$ cat src/rtl/loop_pkg.sv
// Shared types and defaults for the looper memory controller and its
// record/play FSM.
package loop_pkg;

  localparam int LOOP_ADDR_W = 14;
  localparam int LOOP_DATA_W = 8;
  // Tick to play_valid latency: one cycle to issue the read, one for RAM.
  localparam int PLAY_LAT    = 2;

  typedef enum logic [1:0] {
    S_IDLE,
    S_REC,
    S_FULL,
    S_PLAY
  } mem_state_t;

endpackage

$ cat src/rtl/loop_ptr.sv
// Wrapping up-counter: clears to 0, increments, and returns to 0 once
// ptr+1 reaches limit.
module loop_ptr #(
  parameter int W = 14
) (
  input  logic         clk,
  input  logic         rst_n,
  input  logic         clr,
  input  logic         inc,
  input  logic [W:0]   limit,
  output logic [W-1:0] ptr
);

  logic [W:0] nxt;

  // Compare at W+1 bits so a limit of 2**W is reachable.
  assign nxt = {1'b0, ptr} + 1'b1;

  always_ff @(posedge clk or negedge rst_n) begin
    if (!rst_n)   ptr <= '0;
    else if (clr) ptr <= '0;
    else if (inc) ptr <= (nxt == limit) ? '0 : nxt[W-1:0];
  end

endmodule

$ cat src/rtl/loop_mem_ctrl.sv
// Loop sample memory controller: records ticks into RAM, plays the
// recorded loop back with seamless wrap at loop end.
module loop_mem_ctrl
  import loop_pkg::*;
#(
  parameter int ADDR_W = LOOP_ADDR_W,
  parameter int DATA_W = LOOP_DATA_W
) (
  input  logic              clk,
  input  logic              rst_n,
  input  logic              rec_en,
  input  logic              play_en,
  input  logic              sample_tick,
  input  logic [DATA_W-1:0] sample_in,
  output logic [ADDR_W-1:0] mem_addr,
  output logic              mem_we,
  output logic [DATA_W-1:0] mem_wdata,
  output logic              mem_re,
  input  logic [DATA_W-1:0] mem_rdata,
  output logic [DATA_W-1:0] play_data,
  output logic              play_valid,
  output logic              rec_done,
  output logic [ADDR_W:0]   loop_len,
  output logic              have_loop
);

  localparam int STAGES = PLAY_LAT - 1;
  localparam logic [ADDR_W:0]   DEPTH = {1'b1, {ADDR_W{1'b0}}};
  localparam logic [ADDR_W-1:0] LAST  = '1;

  mem_state_t state_q, state_d;

  logic [ADDR_W-1:0] wr_ptr, rd_ptr;
  logic              wr_clr, rd_clr, len_clr;
  logic              do_write, do_read, do_silent;
  logic              busy, tick_ok;
  logic [STAGES:0]   vld_pipe, rd_pipe;
  logic [DATA_W-1:0] play_hold;

  assign have_loop = (loop_len != '0);
  // Any access still in flight swallows a new tick.
  assign busy      = mem_we | (|vld_pipe);
  assign tick_ok   = sample_tick & ~busy;

  loop_ptr #(.W(ADDR_W)) u_wr_ptr (
    .clk   (clk),
    .rst_n (rst_n),
    .clr   (wr_clr),
    .inc   (do_write),
    .limit (DEPTH),
    .ptr   (wr_ptr)
  );

  loop_ptr #(.W(ADDR_W)) u_rd_ptr (
    .clk   (clk),
    .rst_n (rst_n),
    .clr   (rd_clr),
    .inc   (do_read),
    .limit (loop_len),
    .ptr   (rd_ptr)
  );

  always_ff @(posedge clk or negedge rst_n) begin
    if (!rst_n) state_q <= S_IDLE;
    else        state_q <= state_d;
  end

  always_comb begin
    state_d   = state_q;
    wr_clr    = 1'b0;
    rd_clr    = 1'b0;
    len_clr   = 1'b0;
    do_write  = 1'b0;
    do_read   = 1'b0;
    do_silent = 1'b0;
    unique case (state_q)
      S_IDLE: begin
        if (rec_en) begin
          state_d = S_REC;
          wr_clr  = 1'b1;
          len_clr = 1'b1;
        end else if (play_en) begin
          state_d = S_PLAY;
          rd_clr  = 1'b1;
        end
      end
      S_REC: begin
        if (!rec_en) begin
          state_d = play_en ? S_PLAY : S_IDLE;
          rd_clr  = 1'b1;
        end else if (tick_ok) begin
          do_write = 1'b1;
          if (wr_ptr == LAST) state_d = S_FULL;
        end
      end
      // Holds off until the FSM, one cycle behind rec_done, drops rec_en.
      S_FULL: begin
        if (!rec_en) begin
          state_d = play_en ? S_PLAY : S_IDLE;
          rd_clr  = 1'b1;
        end
      end
      S_PLAY: begin
        if (rec_en) begin
          state_d = S_REC;
          wr_clr  = 1'b1;
          len_clr = 1'b1;
        end else if (!play_en) begin
          state_d = S_IDLE;
        end else if (tick_ok) begin
          do_read   = have_loop;
          do_silent = ~have_loop;
        end
      end
      default: state_d = S_IDLE;
    endcase
  end

  always_ff @(posedge clk or negedge rst_n) begin
    if (!rst_n) begin
      mem_addr  <= '0;
      mem_we    <= 1'b0;
      mem_wdata <= '0;
      mem_re    <= 1'b0;
      rec_done  <= 1'b0;
      loop_len  <= '0;
      vld_pipe  <= '0;
      rd_pipe   <= '0;
      play_hold <= '0;
    end else begin
      mem_we   <= do_write;
      mem_re   <= do_read;
      rec_done <= do_write && (wr_ptr == LAST);
      if (do_write) begin
        mem_addr  <= wr_ptr;
        mem_wdata <= sample_in;
        loop_len  <= {1'b0, wr_ptr} + 1'b1;
      end else if (do_read) begin
        mem_addr <= rd_ptr;
      end
      if (len_clr) loop_len <= '0;
      // Pipe keeps shifting after play ends so an in-flight read completes.
      vld_pipe <= {vld_pipe[STAGES-1:0], do_read | do_silent};
      rd_pipe  <= {rd_pipe[STAGES-1:0], do_read};
      if (vld_pipe[STAGES]) play_hold <= play_data;
    end
  end

  // RAM data is live in the valid cycle; the hold register covers the rest.
  assign play_data  = vld_pipe[STAGES] ? (rd_pipe[STAGES] ? mem_rdata : '0)
                                       : play_hold;
  assign play_valid = vld_pipe[STAGES];

endmodule

$ cat config.mk
export PLATFORM = sky130hd
export DESIGN_NAME = loop_mem_ctrl
export DESIGN_NICKNAME = d
export VERILOG_FILES = /design/src/rtl/loop_pkg.sv /design/src/rtl/loop_ptr.sv /design/src/rtl/loop_mem_ctrl.sv
export SDC_FILE = /design/constraint.sdc
export NUM_CORES = 1
export LEC_CHECK = 0
export CORE_MARGIN = 3
export CORE_UTILIZATION = 58
export CTS_BUF_LIST = sky130_fd_sc_hd__clkbuf_8 sky130_fd_sc_hd__clkbuf_16
export DETAILED_ROUTE_END_ITERATION = 6
export PLACE_DENSITY = 0.91
export REMOVE_ABC_BUFFERS = 1
export SLEW_MARGIN = 25
export SYNTH_ARGS = -nofsm -noshare
export SYNTH_HDL_FRONTEND = slang
export SYNTH_SLANG_ARGS = --single-unit
$ cat constraint.sdc
create_clock -name clk -period 5.3 [get_ports clk]
set_input_delay 1.06 -clock clk [delete_from_list [all_inputs] [get_ports clk]]
set_output_delay 1.06 -clock clk [all_outputs]
set_load 0.02 [all_outputs]
Yosys cells after proc, flatten, opt, wreduce, memory -nomap -nowiden
Cells that the tools add are included.
Widths: inputs -> output; s select.
- add/sub/neg operators: 2
- eq/ne operators: 11
- muxes and demuxes: 39
- bitwise logic cells: 5
- reductions and logical operators: 10
- operators by type and width (kind ; number):
    $mux 14 ; 8
    $add 14x1->15 const B ; 2
    $mux 15 ; 2
    $mux 2 ; 9
    $mux 1 ; 16
    $mux 8 ; 2
    $eq 15x15->1 ; 1
    $eq 15x15->1 const B ; 1
    $reduce_bool 15->1 ; 1
    $eq 14x14->1 const B ; 1
    $ne 3x3->1 const B ; 4
    $pmux 2 s4 ; 1
    $reduce_bool 2->1 ; 3
    $reduce_or 2->1 ; 3
    $reduce_and 5->1 ; 1
    $eq 2x2->1 const B ; 2
    $eq 2x1->1 const B ; 1
    $logic_not 2->1 ; 1
    $ne 2x2->1 const B ; 1
    $not 1->1 ; 2
    $or 1x1->1 ; 2
    $pmux 1 s2 ; 1
    $and 1x1->1 ; 1
    $logic_and 1x1->1 ; 1
- register bits: 82
- input port bits: 21
- output and inout port bits: 50
- logic and storage cells: 79

Depth between registers and ports, before layout
- depth in word-level cells: 10
- gate-level depth with buffers: 10
- depth with buffers taken out: 9

Cells and area by module
Synthesis repeated with hierarchy kept, for this count alone.
- cells, all modules: 621
- area, all modules: 5190.0 sq um
- modules (own cells, without submodules) (module ; times used ; cells an instance ; area an instance (sq um) ; seq. area each (sq um)):
    loop_mem_ctrl ; 1 ; 277 ; 2602.5 ; 1326.3
    loop_ptr ; 2 ; 172 ; 1293.7 ; 350.3

Least setup slack after synthesis
Ideal clock, no wire load.
- path kind: input-to-reg
- start point: input sample_tick
- end point: register u_rd_ptr.ptr[6]
- setup time: 87 ps
- data arrival time: 2632 ps
- data required time: 5213 ps
- setup slack: 2582 ps
- cell stages on the path: 7
- path buffers: 1
- cells stage by stage: or4b_4 -> nor3_4 -> nand2_2 -> buf_6 -> or3_1 -> xor2_1 -> a211oi_2
- longest elaborated chain between the ends: 6
- RTL lines (what ; RTL line ; RTL):
    start, declared ; loop_mem_ctrl.sv:13 ; input logic sample_tick,
    $and 1x1->1 ; loop_mem_ctrl.sv:43 ; assign tick_ok = sample_tick & ~busy;
    $mux 1 ; loop_mem_ctrl.sv:110 ; end else if (tick_ok) begin
    $mux 1 ; loop_mem_ctrl.sv:108 ; end else if (!play_en) begin
    $mux 1 ; loop_mem_ctrl.sv:104 ; if (rec_en) begin
    $mux 1 ; loop_mem_ctrl.sv:76 ; unique case (state_q)
    $reduce_bool 2->1 (no source line) ; n/a ;
    end signal, assigned ; loop_ptr.sv:22 ; else if (inc) ptr <= (nxt == limit) ? '0 : nxt[W-1:0];
    end, declared ; loop_ptr.sv:11 ; output logic [W-1:0] ptr
Every way passes these cells.
A chain may end at the register's enable or synchronous reset.

Worst setup path after layout
- start point: input mem_rdata[4]
- end point: output play_data[4]
- longest elaborated chain between the ends: 2
- RTL lines (what ; RTL line ; RTL):
    start, declared ; loop_mem_ctrl.sv:19 ; input logic [DATA_W-1:0] mem_rdata,
    $mux 8 (2 in series) ; loop_mem_ctrl.sv:150 ; assign play_data = vld_pipe[STAGES] ? (rd_pipe[STAGES] ? mem_rdata : '0)
    end, declared ; loop_mem_ctrl.sv:20 ; output logic [DATA_W-1:0] play_data,
Every way passes these cells.

==> results.md <==
* Register area share after synthesis at 46.3%
* Worst path arrival time at 2.36 ns
* GP Congestion at between 0.9 and 1
* Tmin final at 3.42 ns
* Die area at 8630 sq um
* HP Class: reg -> reg
* Post-cts hold buffer count at 0
* Crit Path Category: in -> out
* Crit-path slowest cell: clkdlybuf4s50_1
* DRC viols at 0
* Switch Pwr at a little over 0.0007 W
* P_int at 0.00129 W
* Synth Area per Inst at 9.58 sq um
* Post-route ant nets at 0
* # H-tree levels at 3
* Worst path most repeated cell: clkdlybuf4s50_1
* Nets at roughly 540
* Core area at 7290 sq um
* Sequential power share at 38.8%
* Number of port buffers at 70
* Final period util at 64.5%
* Worst-path maximum fanout at 2
* Starting density of the core at 60.1%
* Largest net degree at the start of global routing at 82
* Place WS at approximately 1.6 ns
* Setup Fix Bufs, Post-CTS at 0
* Final setup viols at 0
* Max Fclk at 292 MHz
* Hold endpoint: rd_pipe[1]
* GRT Total Usage at 26.2%
* Clock share of power at 25.6%
* Initial antenna violation count at 0
* Family with the most delay on the worst path: buffers and inverters
* Clk buf depth at 2
* Max cap viols at 0
* Synth top area cells: dfrtp_1, o21ai_0, xnor2_1
* Clock Skew at around 0.010 ns
* Reg-to-reg setup timing slack at between 2 and 2.5 ns
* Worst setup path start: mem_rdata[4]
* Die Width at 92.9 um
* Area leader, netlist: dfrtp_1
* Commonest non-fill, non-tap cells in the layout: dfrtp_1, clkdlybuf4s50_1, o21ai_0, nand2_1, xnor2_1
* Pwr per Cell Area at ~380 nW/um^2
* Worst path max stage delay at 0.65 ns
* First-pass GRT wire length at 17,900 um
* Hold path start: rd_pipe[0]
* Hold Slack at around 0.38 ns
* Boundary Pins at 71
* FP Rows at 31
* Clock latency on the worst-skew pair at 0.36 ns
* Hold Vio Cnt, Final at 0
* Maximum vdd drop at between 0.0003 and 0.0004 V
* Area delta synth->final at 21.4%
* EDFF count, synth at 0
* Wire per inst at 17.2 um
* Dpl hpwl at 7600 um
* CP Cell Sequence: clkdlybuf4s50_1 > nand2_1 > o21ai_0 > clkdlybuf4s50_1
* Vias in the first global route at 3,615
* Worst setup SP type: input pin
* Vias/cell at roughly 6.1
* Status: completed
* Distinct cells, synth at 52
* DR pass1 iterations at 5
* Synth Instances at 457
* Final WS setup at between 1.5 and 2 ns
* Layout cells sized above 1 at 7.74%
* Die Y at 92.9 um
* Post-Synthesis Cell Area at 4380 sq um
* R2r endpoint: u_rd_ptr.ptr[3]
* Worst reg2reg startpoint: vld_pipe[1]
* Worst Max-Slew Pin Slew at 0.967 ns
* CTS tree: yes
* Setup tns final at 0 ns
* Post-synth ARST share at 100%
* Clock sink count at 81
* Diodes inserted at 0
* Synth top area share at a little under half
* Final core occ at 72.9%
* Post-Route WL at 10,600 um
* Congestion Overflow GR at 0
* CP endpoint kind: output pin
* RSZ-0062 raised after global routing: false
* #FFs+latches synth at 81
* Critical Path RT at roughly 4.2 ns
* Most used flip-flop cell after synthesis: dfrtp_1
* Most common cell after layout, fill and taps aside: dfrtp_1
* CTS root buf: clkbuf_8
* DRT iter0 DRCs at 274
* Power share of the combinational group at between 30 and 40%
* Cells on worst reg2reg path at 7
* TritonCTS buffer count at 9
* Post_cts resized at 0
* Max-slew violations at 0
* Buf/Inv on CP at 2
* P_leak at 2.25 nW
* Reg clk slew, reported paths at 0.08 ns
* YS warnings at 0
* Vias at approximately 3,700
* Sw frac at 35.7%
* Worst slew margin at 35.1%
* Hold-critical path depth at 0
[power by group through the flow]
stage / logic (W) / registers [W] / clock network (W)
final: 0.000713 / 0.000779 / 0.000513
after global routing: 0.000774 / 0.000789 / 0.000538
after CTS: 0.000713 / 0.000778 / 0.000514
after detailed placement: 0.000711 / 0.000790 / 0
after global placement: 0.000682 / 0.000783 / 0
after floorplan: 0.000363 / 0.000828 / 0
[worst max-delay path by stage]
stage / cells past startpoint / slack (ns) / endpoint
after global placement: 7 / 1.66 / u_wr_ptr.ptr[11]
after floorplan: 6 / 2.24 / u_wr_ptr.ptr[11]
final: 4 / 1.88 / play_data[4]
after detailed placement: 8 / 1.59 / u_rd_ptr.ptr[7]
after CTS: 4 / 1.88 / play_data[6]
after global routing: 8 / 1.78 / u_rd_ptr.ptr[11]
[flip-flops by register name, summed over array words and instances (netlist names)]
register / flops
mem_we: 1
rec_done: 1
vld_pipe: 2
rd_pipe: 2
state_q: 2
loop_len: 15
mem_wdata: 8
u_wr_ptr.ptr: 14
mem_addr: 14
play_hold: 8
u_rd_ptr.ptr: 14
[synthesized netlist by cell type (all sizes together) (2+ instances only)]
cell / count
dfrtp: 81
o21ai: 59
nand2: 53
xnor2: 26
nor2: 24
xor2: 20
inv: 18
mux2i: 18
clkbuf: 17
a21oi: 16
nand3: 16
a211oi: 15
buf: 11
mux2: 9
nor3: 8
o31ai: 8
nor4: 7
and3: 6
ha: 6
nor2b: 5
nand4: 4
a31oi: 3
and4: 3
o311ai: 3
or4: 3
a21o: 2
o41ai: 2
or4b: 2
[routing by layer]
metal	GRT usage [%]	routed length [um]
met4	9.40	231
met2	41.9	5280
met3	4.63	712
met1	35.9	4360
met5	0	0
[through the flow]
step	total power, W	instance area (sq um)	instances
global placement	0.00147	5080	600
global route	0.00210	5320	616
finish	0.00200	5320	616
CTS	0.00201	5310	616
detailed placement	0.00150	5080	600
floorplan	0.00119	4240	429
[layout make-up]
class / count / area, sq um
Clock buffer: 10 / 138
Inverter: 19 / 71.3
Clock inverter: 6 / 90.1
Fill cell: 540 / 1980
Multi-Input combinational cell: 329 / 2150
Tap cell: 99 / 124
Timing Repair Buffer: 72 / 717
Sequential cell: 81 / 2030
[logic make-up (layout without fill, tap and decap cells)]
group                    after synthesis  count (layout)  share of synthesized area [%]
XOR/XNOR                              46              46                           9.20
AO/OA/AOI/OAI                        112             112                           15.5
adder cells (fa/ha/maj)                6               6                           1.71
flip-flops                            81              81                           46.3
buffers and inverters                 47             107                           4.71
AND/OR/NAND/NOR                      138             138                           16.1
multiplexers                          27              27                           6.43
No activity file was read; power rests on OpenSTA's default activity.
